===== src/rtl/memif_arb2_pkg.sv =====
// Shared definitions for the two-client mi_* bus arbiter.
// Direction codes, FSM state encoding and the end-of-burst test.
package memif_arb2_pkg;

    localparam logic MI_RW_WRITE = 1'b0;
    localparam logic MI_RW_READ  = 1'b1;

    typedef enum logic [1:0] {
        ST_IDLE = 2'b00,
        ST_CMD  = 2'b01,
        ST_DATA = 2'b10
    } state_t;

    // Only the strobe pair matching the latched direction closes a burst.
    function automatic logic burst_end(
        input logic dir,
        input logic wack,
        input logic wlast,
        input logic rstb,
        input logic rlast
    );
        if (dir == MI_RW_WRITE)
            return wack & wlast;
        else
            return rstb & rlast;
    endfunction

endpackage


===== src/rtl/memif_arb2_rr.sv =====
// Two-way round-robin picker, purely combinational.
// On a tie the client that did not win last time is chosen.
module arb_rr2 (
    input  logic [1:0] req,
    input  logic       last,
    output logic       gnt,
    output logic       any
);

    // Tie goes to ~last, a single request wins outright.
    always_comb begin
        any = |req;
        gnt = 1'b0;
        if (req == 2'b11)
            gnt = ~last;
        else
            gnt = req[1];
    end

endmodule


===== src/rtl/memif_arb2.sv =====
// Two-client arbiter for the mi_* command/burst bus.
// One burst outstanding; the grant holds from command to last beat.
module memif_arb2 #(
    parameter int ADDR_W = 32,
    parameter int LEN_W  = 7
) (
    input  logic              clk,
    input  logic              rst,
    input  logic [ADDR_W-1:0] c0_addr,
    input  logic [LEN_W-1:0]  c0_len,
    input  logic              c0_rw,
    input  logic              c0_valid,
    output logic              c0_ready,
    input  logic [15:0]       c0_wdata,
    output logic              c0_wack,
    output logic              c0_wlast,
    output logic [15:0]       c0_rdata,
    output logic              c0_rstb,
    output logic              c0_rlast,
    input  logic [ADDR_W-1:0] c1_addr,
    input  logic [LEN_W-1:0]  c1_len,
    input  logic              c1_rw,
    input  logic              c1_valid,
    output logic              c1_ready,
    input  logic [15:0]       c1_wdata,
    output logic              c1_wack,
    output logic              c1_wlast,
    output logic [15:0]       c1_rdata,
    output logic              c1_rstb,
    output logic              c1_rlast,
    output logic [ADDR_W-1:0] mi_addr,
    output logic [LEN_W-1:0]  mi_len,
    output logic              mi_rw,
    output logic              mi_valid,
    input  logic              mi_ready,
    output logic [15:0]       mi_wdata,
    input  logic              mi_wack,
    input  logic              mi_wlast,
    input  logic [15:0]       mi_rdata,
    input  logic              mi_rstb,
    input  logic              mi_rlast
);

    import memif_arb2_pkg::*;

    state_t r_state;
    logic   r_gnt;
    logic   r_last_gnt;
    logic   r_dir;

    state_t w_state_nxt;
    logic   w_gnt_nxt;
    logic   w_last_nxt;
    logic   w_dir_nxt;

    logic   w_pick;
    logic   w_any;
    logic   w_gvalid;
    logic   w_grw;
    logic   w_acc;
    logic   w_data;
    logic   w_end;

    arb_rr2 u_rr (
        .req  ({c1_valid, c0_valid}),
        .last (r_last_gnt),
        .gnt  (w_pick),
        .any  (w_any)
    );

    // Command and write-data mux follow the current grant.
    always_comb begin
        mi_addr  = r_gnt ? c1_addr  : c0_addr;
        mi_len   = r_gnt ? c1_len   : c0_len;
        w_grw    = r_gnt ? c1_rw    : c0_rw;
        mi_wdata = r_gnt ? c1_wdata : c0_wdata;
        w_gvalid = r_gnt ? c1_valid : c0_valid;
        mi_rw    = w_grw;
        mi_valid = (r_state == ST_CMD) & w_gvalid;
        w_acc    = mi_valid & mi_ready;
        c0_ready = w_acc & ~r_gnt;
        c1_ready = w_acc &  r_gnt;
    end

    // Completion strobes go to the granted client only, during data phase.
    always_comb begin
        w_data   = (r_state == ST_DATA);
        c0_wack  = w_data & ~r_gnt & mi_wack;
        c0_wlast = w_data & ~r_gnt & mi_wlast;
        c0_rstb  = w_data & ~r_gnt & mi_rstb;
        c0_rlast = w_data & ~r_gnt & mi_rlast;
        c1_wack  = w_data &  r_gnt & mi_wack;
        c1_wlast = w_data &  r_gnt & mi_wlast;
        c1_rstb  = w_data &  r_gnt & mi_rstb;
        c1_rlast = w_data &  r_gnt & mi_rlast;
        c0_rdata = mi_rdata;
        c1_rdata = mi_rdata;
        w_end    = w_data & burst_end(r_dir, mi_wack, mi_wlast,
                                      mi_rstb, mi_rlast);
    end

    // Next-state logic for the IDLE/CMD/DATA sequence.
    always_comb begin
        w_state_nxt = r_state;
        w_gnt_nxt   = r_gnt;
        w_last_nxt  = r_last_gnt;
        w_dir_nxt   = r_dir;
        case (r_state)
            ST_IDLE: begin
                if (w_any) begin
                    w_gnt_nxt   = w_pick;
                    w_state_nxt = ST_CMD;
                end
            end
            ST_CMD: begin
                if (w_acc) begin
                    w_dir_nxt   = w_grw;
                    w_last_nxt  = r_gnt;
                    w_state_nxt = ST_DATA;
                end else if (!w_gvalid) begin
                    w_state_nxt = ST_IDLE;
                end
            end
            ST_DATA: begin
                if (w_end)
                    w_state_nxt = ST_IDLE;
            end
            default: w_state_nxt = ST_IDLE;
        endcase
    end

    // State registers with synchronous reset.
    always_ff @(posedge clk) begin
        if (rst) begin
            r_state    <= ST_IDLE;
            r_gnt      <= 1'b0;
            r_last_gnt <= 1'b1;
            r_dir      <= MI_RW_WRITE;
        end else begin
            r_state    <= w_state_nxt;
            r_gnt      <= w_gnt_nxt;
            r_last_gnt <= w_last_nxt;
            r_dir      <= w_dir_nxt;
        end
    end

endmodule


===== config.mk =====
export PLATFORM = sky130hd
export DESIGN_NAME = memif_arb2
export DESIGN_NICKNAME = d
export VERILOG_FILES = /design/src/rtl/memif_arb2_pkg.sv /design/src/rtl/memif_arb2_rr.sv /design/src/rtl/memif_arb2.sv
export SDC_FILE = /design/constraint.sdc
export NUM_CORES = 1
export LEC_CHECK = 0
export ABC_CLOCK_PERIOD_IN_PS = 2000
export BUFFER_PORTS_ARGS = -buffer_cell sky130_fd_sc_hd__buf_2
export CORE_AREA = 2 2 91 93
export CTS_BUF_LIST = sky130_fd_sc_hd__clkbuf_8 sky130_fd_sc_hd__clkbuf_16
export CTS_CLUSTER_SIZE = 20
export DETAILED_ROUTE_END_ITERATION = 7
export DIE_AREA = 0 0 93 95
export PLACE_DENSITY = 0.59
export SLEW_MARGIN = 20
export SYNTH_ARGS = -nofsm -noshare
export SYNTH_HDL_FRONTEND = slang
export SYNTH_HIERARCHICAL = 1
export SYNTH_SLANG_ARGS = --single-unit

===== constraint.sdc =====
create_clock -name clk -period 2 [get_ports clk]
set_clock_uncertainty 0.15 [all_clocks]
set_input_delay 0.4 -clock clk [delete_from_list [all_inputs] [get_ports clk]]
set_output_delay 0.4 -clock clk [all_outputs]
set_load 0.05 [all_outputs]

==> metrics.md, run 1 <==
| Metric | Value |
|---|---|
| Outcome | completed |
| Core area | 7930 um^2 |
| Skew-Pair Late Insertion Delay | 230 ps |
| DR WL/cell | 12.6 um |
| Ant. Diodes | 0 |
| H-tree depth | 1 |
| Req. time, crit path | 1450 ps |
| DR vias | 1530 |
| Synthesized flop and latch total | 5 |
| Layout cells sized above 1 | 89.3% |
| Fin nets | 427 |
| WL final | 4.95 mm |
| Setup Viol. Count Final | 0 |
| Type of origin of the critical path | flip-flop |
| Synth unique cells | 21 |
| Commonest non-fill, non-tap cell in the layout | buf_2 |
| All-layer global routing usage | 8.73% |
| Clock share of power | 17.3% |
| Power Dens Cells | 493 nW/um^2 |
| Root buf cell | clkbuf_8 |
| Die area | 8840 um^2 |
| Die W | 93 um |
| Clk slew on worst S/H paths | 40 ps |
| Vias per cell | 3.88 |
| Sequential cell area fraction in the yosys report | 8.04% |
| DRT iter0 DRCs | 14 |
| P_int | 0.513 mW |
| Combinational share of power | 72.0% |
| Max IR drop VDD | 0.000468 V |
| Area grow syn2layout | 75.2% |
| Relative slew slack | 75.8% |
| Worst setup margin | 37.6 ps |
| Final max-slew violation count | 0 |
| Crit Path Class | reg2out |
| Yosys warnings | 6 |
| Initial Utilization | 15.7% |
| Leakage dissipation | 1.16 nW |
| Die span in y | 95 um |
| Syn avg cell area | 9.36 um^2 |
| FMAX | 0.510 GHz |
| Final Hold Viols | 0 |
| Synthesized Nets | 270 |
| Pre-CTS WS | 211 ps |
| MaxCap Viol Count | 0 |
| Worst R2R Setup Slack | 560 ps |
| Synth Cell Area | 1240 um^2 |
| Setup bufs post-CTS | 0 |
| Dpl hpwl | 4.10 mm |
| Number of port buffers | 187 |
| TritonRoute pass-1 iters | 3 |
| Clock Path Buffers | 2 |
| Vias in the first global route | 1339 |
| First-pass GRT wire length | 6.17 mm |
| Clk sinks | 5 |
| IO Pins | 236 |
| TritonCTS clock tree | done |
| Switching share of power | 52.3% |
| Total gr overflow | 0 |
| Commonest non-fill, non-tap cells in the layout | buf_2 (180), mux2_2 (56), buf_4 (6) |
| Hold Buf Count CTS | 0 |
| Sw Pwr | 0.563 mW |
| Detail Route Antenna Nets | 0 |
| CP endpoint kind | output pin |
| RePlAce Congestion | 0.740 |
| Worst-path maximum fanout | 26 |
| Largest net degree at the start of global routing | 40 |
| Slew @ Worst Pin | 362 ps |
| Crit path time final | 1960 ps |
| Initial antenna violation count | 0 |
| Sequential power share | 10.8% |
| Synthesized instance count | 133 |
| Arr. time, crit path | 1410 ps |
| Final period utilization | 98.1% |
| Cts bufs inserted | 3 |
| RSZ-0062 raised after global routing | false |
| Drt drc | 0 |
| Sum Neg Setup Slack | 0 ps |
| Fill count | 897 |
| FP Rows | 33 |
| Hold Path Class | in2reg |
-- worst max-delay path, stage by stage, from the launching register on --
cell and delay (ps):
dfxtp_4 400, buf_12 190, mux2_2 370, buf_2 220
-- cells by family (layout without fill, tap and decap cells) --
group / count (synthesis) / in the layout / synth area share, %
buf+inv: 39 / 195 / 23.3
compound gates: 6 / 6 / 3.12
simple gates: 24 / 24 / 12.4
mux: 59 / 59 / 53.2
flops: 5 / 5 / 8.04
-- power by group through the flow --
stage / clock, mW / combinational (mW) / sequential, mW
after detailed placement: 0 / 0.758 / 0.117
final: 0.186 / 0.774 / 0.116
after CTS: 0.189 / 0.764 / 0.115
after global routing: 0.193 / 0.812 / 0.117
after global placement: 0 / 0.750 / 0.116
after floorplan: 0 / 0.708 / 0.112
-- area by class of cell --
cell class | count | area (um^2) | share of cell area [%]
clock inverters | 1 | 3.75 | 0.172
flip-flops and latches | 5 | 105 | 4.82
well taps | 105 | 131 | 6.02
clock buffers | 3 | 41.3 | 1.89
multi-input cells | 89 | 870 | 39.9
repair buffers | 191 | 1030 | 47.2
-- Yosys cell counts --
cell type	instances	area share [%]
nand3_1	1	0.40
buf_2	1	0.40
and2_1	4	2.0
a21boi_1	1	0.60
and3b_1	1	0.70
nor3b_1	5	3.0
mux2i_1	2	1.6
buf_4	38	23
nor2b_1	1	0.50
a211o_1	1	0.70
a21oi_1	3	1.2
and2b_2	1	0.70
mux2_2	57	52
nor3_1	1	0.40
and3_1	4	2.0
o211ai_1	1	0.60
nand2_1	2	0.60
or2_1	1	0.50
nor2_1	2	0.60
and3_4	1	0.90
dfxtp_1	5	8.0
-- repair_timing --
| action | CTS | global route |
|---|---|---|
| setup endpoints to repair | 5 | 38 |
| gates resized for setup | 6 | 7 |
| cloned | 0 | 2 |
-- metal layers --
metal / GRT usage, % / part of all wire (%)
met4: 2.57 / 0.65
met3: 1.28 / 8.1
met1: 10.3 / 38
met5: 0 / 0
met2: 16.3 / 53
-- registers in the layout (all words and copies together) (netlist names) --
register and flops:
r_dir 1, r_last_gnt 1, r_gnt 1, r_state 2
-- per-stage QoR --
stage / cell area (um^2) / hold slack, ps / total power [mW] / util, % / std cells
3_3_place_gp: 2070 / 314 / 0.866 / 26.1 / 388
5_1_grt: 2180 / 256 / 1.12 / 27.5 / 394
6_report: 2180 / 245 / 1.08 / 27.5 / 394
3_5_place_dp: 2070 / 305 / 0.875 / 26.1 / 388
2_1_floorplan: 1250 / 286 / 0.820 / - / 133
4_1_cts: 2130 / 246 / 1.07 / 26.9 / 392
-- path summary, 6_finish.rpt --
kind                 end  cells after the start        from
max          mi_wdata[8]                      3       r_gnt
min                r_gnt                      2         rst
max reg2reg        r_dir                      4       r_gnt
min reg2reg   r_last_gnt                      1  r_last_gnt
No activity file was read; power rests on OpenSTA's default activity.
==> run 2: changes to the inputs <==
--- a/config.mk
+++ b/config.mk
@@ -5,7 +5,7 @@
 export SDC_FILE = /design/constraint.sdc
 export NUM_CORES = 1
 export LEC_CHECK = 0
-export ABC_CLOCK_PERIOD_IN_PS = 2000
+export ABC_CLOCK_PERIOD_IN_PS = 2050
 export BUFFER_PORTS_ARGS = -buffer_cell sky130_fd_sc_hd__buf_2
 export CORE_AREA = 2 2 91 93
 export CTS_BUF_LIST = sky130_fd_sc_hd__clkbuf_8 sky130_fd_sc_hd__clkbuf_16
@@ -13,7 +13,7 @@
 export DETAILED_ROUTE_END_ITERATION = 7
 export DIE_AREA = 0 0 93 95
 export PLACE_DENSITY = 0.59
-export SLEW_MARGIN = 20
+export SLEW_MARGIN = 15
 export SYNTH_ARGS = -nofsm -noshare
 export SYNTH_HDL_FRONTEND = slang
 export SYNTH_HIERARCHICAL = 1
==> constraint.sdc (replaced) <==
create_clock -name clk -period 2.05 [get_ports clk]
set_clock_uncertainty 0.15 [all_clocks]
set_input_delay 0.41 -clock clk [delete_from_list [all_inputs] [get_ports clk]]
set_output_delay 0.41 -clock clk [all_outputs]
set_load 0.05 [all_outputs]
==> metrics.md, run 2 (synthesized netlist as in run 1, its figures left out) <==
| Metric | Value |
|---|---|
| Area grow syn2layout | 75.1% |
| CP endpoint kind | output pin |
| DR vias | 1533 |
| Final period utilization | 97.3% |
| Dpl hpwl | 3.90 mm |
| Req. time, crit path | 1490 ps |
| FP Rows | 33 |
| Total gr overflow | 0 |
| Reg area | 105 um^2 |
| TritonCTS clock tree | done |
| Outcome | completed |
| Slew @ Worst Pin | 339 ps |
| Initial antenna violation count | 0 |
| Final max-slew violation count | 0 |
| Sw Pwr | 0.544 mW |
| Type of origin of the critical path | flip-flop |
| Vias per cell | 3.89 |
| Combinational share of power | 71.9% |
| Worst-path maximum fanout | 17 |
| Area occupied by multi-input gates | 862 um^2 |
| # resized after CTS | 0 |
| MaxCap Viol Count | 0 |
| Layout cells sized above 1 | 88.9% |
| All-layer global routing usage | 8.50% |
| H-tree depth | 1 |
| Inst Count DP | 388 |
| Commonest non-fill, non-tap cell in the layout | buf_2 |
| Leakage dissipation | 1.16 nW |
| Vias in the first global route | 1319 |
| First-pass GRT wire length | 6.06 mm |
| Die area | 8840 um^2 |
| Most flops, register | r_state |
| Setup bufs post-CTS | 0 |
| Power Dens Cells | 478 nW/um^2 |
| Detail Route Antenna Nets | 0 |
| Hold Path Class | in2reg |
| Max IR drop VDD | 0.000406 V |
| Largest net degree at the start of global routing | 34 |
| WL final | 4.78 mm |
| P_int | 0.499 mW |
| Skew-Pair Late Insertion Delay | 220 ps |
| Die W | 93 um |
| RSZ-0062 raised after global routing | false |
| Clk sinks | 5 |
| Core area | 7930 um^2 |
| DRT iter0 DRCs | 14 |
| Initial Utilization | 15.7% |
| Setup Viol. Count Final | 0 |
| Sequential power share | 10.9% |
| Max FFs per register | 2 |
| DR WL/cell | 12.1 um |
| Clk slew on worst S/H paths | 40 ps |
| Root buf cell | clkbuf_8 |
| IO Pins | 236 |
| Fill count | 878 |
| Final Hold Viols | 0 |
| Ant. Diodes | 0 |
| Cts bufs inserted | 3 |
| Clock share of power | 17.2% |
| Arr. time, crit path | 1440 ps |
| Final instance area | 2180 um^2 |
| Drt drc | 0 |
| Number of port buffers | 187 |
| Crit path time final | 2000 ps |
| TritonRoute pass-1 iters | 3 |
| Total power | 1.04 mW |
| Hold Buf Count CTS | 0 |
| Crit Path Class | reg2out |
| RePlAce Congestion | 0.740 |
| Clock Path Buffers | 2 |
| Fin nets | 427 |
| Relative slew slack | 77.3% |
| Switching share of power | 52.2% |
| Die span in y | 95 um |
| Fin cells | 394 |
| Area after DPL | 2070 um^2 |
| FMAX | 0.501 GHz |
| Sum Neg Setup Slack | 0 ps |
| Commonest non-fill, non-tap cells in the layout | buf_2 (183), mux2_2 (57) |
## run 2: through the flow
stage                     util, %  setup slack, ps  hold WS [ps]
after global placement       26.1              279           314
after global routing         27.5             18.0           276
after CTS                    26.7             27.4           256
after floorplan                 -              147           286
final                        27.5             54.5           262
after detailed placement     26.1              268           303
## run 2: final cells by class
class                           instances  share of cell area, %
Timing Repair Buffer                  191                   47.5
Multi-Input combinational cell         89                   39.6
Tap cell                              105                   6.03
Sequential cell                         5                   4.82
Clock buffer                            3                   1.89
Clock inverter                          1                  0.172
## run 2: power groups by stage
stage                     Combinational (mW)  Clock, mW  Sequential, mW
final                                  0.749      0.179           0.114
after detailed placement               0.737          0           0.113
after global placement                 0.732          0           0.113
after global routing                   0.788      0.190           0.115
after floorplan                        0.691          0           0.110
after CTS                              0.740      0.183           0.112
## run 2: critical path, cell delays in order (launching register included)
cell     delay [ps]
dfxtp_4         420
buf_12          180
mux2_2          380
buf_2           220
## run 2: worst paths after layout
path,cells past startpoint,end,startpoint,slack [ps]
max,3,mi_rw,r_gnt,50
min,2,r_gnt,rst,260
max reg2reg,4,r_dir,r_gnt,490
min reg2reg,1,r_last_gnt,r_last_gnt,320
## run 2: layer usage
layer,part of all wire [%],track usage [%],routed length [um]
met5,0,0,0
met4,0.71,2.33,34
met3,8.9,1.28,424
met2,51,14.9,2430
met1,40,10.8,1890
==> run 3: changes to the inputs <==
--- a/config.mk
+++ b/config.mk
@@ -12,6 +12,7 @@
 export CTS_CLUSTER_SIZE = 20
 export DETAILED_ROUTE_END_ITERATION = 7
 export DIE_AREA = 0 0 93 95
+export MAX_ROUTING_LAYER = met4
 export PLACE_DENSITY = 0.59
 export SLEW_MARGIN = 15
 export SYNTH_ARGS = -nofsm -noshare
==> metrics.md, run 3 (synthesized netlist as in run 1, its figures left out) <==
| Metric | Value |
|---|---|
| Detail Route Antenna Nets | 0 |
| Sum Neg Setup Slack | 0 ps |
| Skew-Pair Late Insertion Delay | 220 ps |
| # resized after CTS | 0 |
| Initial Utilization | 15.7% |
| MaxCap Viol Count | 0 |
| Largest net degree at the start of global routing | 34 |
| Clk sinks | 5 |
| Worst setup margin | 53.9 ps |
| TritonRoute pass-1 iters | 3 |
| Ant. Diodes | 0 |
| Clock Path Buffers | 2 |
| Arr. time, crit path | 1440 ps |
| DR WL/cell | 12.1 um |
| CP endpoint kind | output pin |
| Final period utilization | 97.4% |
| Vias in the first global route | 1315 |
| Area occupied by multi-input gates | 862 um^2 |
| H-tree depth | 1 |
| Fin nets | 427 |
| RSZ-0062 raised after global routing | false |
| Worst-path maximum fanout | 17 |
| Crit Path Class | reg2out |
| Family with the most delay on the worst path | flip-flops |
| TritonCTS clock tree | done |
| Clk slew on worst S/H paths | 40 ps |
| Final instance area | 2180 um^2 |
| Drt drc | 0 |
| FP Rows | 33 |
| Number of port buffers | 187 |
| CP cell instances | buf_12 -> mux2_2 -> buf_2 |
| First-pass GRT wire length | 6.07 mm |
| Area grow syn2layout | 75.1% |
| Leakage dissipation | 1.16 nW |
| Power Dens Cells | 478 nW/um^2 |
| FMAX | 0.501 GHz |
| Die area | 8840 um^2 |
| Slew @ Worst Pin | 339 ps |
| Dpl hpwl | 3.90 mm |
| IO Pins | 236 |
| Crit-path max cell delay | 420 ps |
| Fin cells | 394 |
| Max IR drop VDD | 0.000405 V |
| Reg area | 105 um^2 |
| WL final | 4.78 mm |
| Area after DPL | 2070 um^2 |
| Total gr overflow | 0 |
| All-layer global routing usage | 8.76% |
| Fill count | 878 |
| Outcome | completed |
| Total power | 1.04 mW |
| Setup bufs post-CTS | 0 |
| DR vias | 1530 |
| Die span in y | 95 um |
| Final Hold Viols | 0 |
| Max FFs per register | 2 |
| Final max-slew violation count | 0 |
| Req. time, crit path | 1490 ps |
| Slowest CP cell | dfxtp_4 |
| Cts bufs inserted | 3 |
| Core area | 7930 um^2 |
| Relative slew slack | 77.3% |
| Hold Path Class | in2reg |
| Layout cells sized above 1 | 88.9% |
| Type of origin of the critical path | flip-flop |
| Commonest non-fill, non-tap cell in the layout | buf_2 |
| Vias per cell | 3.88 |
| Pre-CTS WS | 268 ps |
| Die W | 93 um |
| Min Hold Slack | 262 ps |
| Crit path time final | 2000 ps |
| WP buf/inv | 2 |
| DRT iter0 DRCs | 23 |
| Layout Utilization | 27.5% |
| Setup Viol. Count Final | 0 |
| Commonest non-fill, non-tap cells in the layout | buf_2 (183), mux2_2 (57) |
| RePlAce Congestion | 0.749 |
| Root buf cell | clkbuf_8 |
| Hold Buf Count CTS | 0 |
| Inst Count DP | 388 |
| Most flops, register | r_state |
| Initial antenna violation count | 0 |
[run 3: cell counts in the layout (fill, tap and decap cells not counted)]
No cell type changed its count.
[run 3: final timing paths]
check / start / endpoint / slack [ps] / depth (start not counted)
max: r_gnt / mi_rw / 50 / 3
min: rst / r_gnt / 260 / 2
max reg2reg: r_gnt / r_dir / 490 / 4
min reg2reg: r_last_gnt / r_last_gnt / 320 / 1
[run 3: layout make-up]
class / count / area share, %
repair buffers: 191 / 47.5
multi-input cells: 89 / 39.6
clock inverters: 1 / 0.172
well taps: 105 / 6.03
flip-flops and latches: 5 / 4.82
clock buffers: 3 / 1.89
[run 3: report_power, final]
part / total, mW / switching, mW / internal (mW) / leakage (nW)
sequential: 0.114 / 0.00979 / 0.104 / 0.0422
clock: 0.179 / 0.0506 / 0.129 / 0.0269
combinational: 0.749 / 0.483 / 0.266 / 1.09
[run 3: worst register-to-register path, stage by stage, from the launching register on]
cell     delay, ps
dfxtp_4        420
buf_12         180
mux2_2         390
nor3b_1        230
nor3_1          70
[run 3: metal layers]
metal	vias up	part of all wire, %	wire length (um)	GRT usage (%)
met5	-	0	0	-
met4	0	0.65	31	2.33
met3	5	8.7	415	1.20
met2	79	51	2430	14.9
met1	688	40	1910	10.9
li1	758	-	-	-
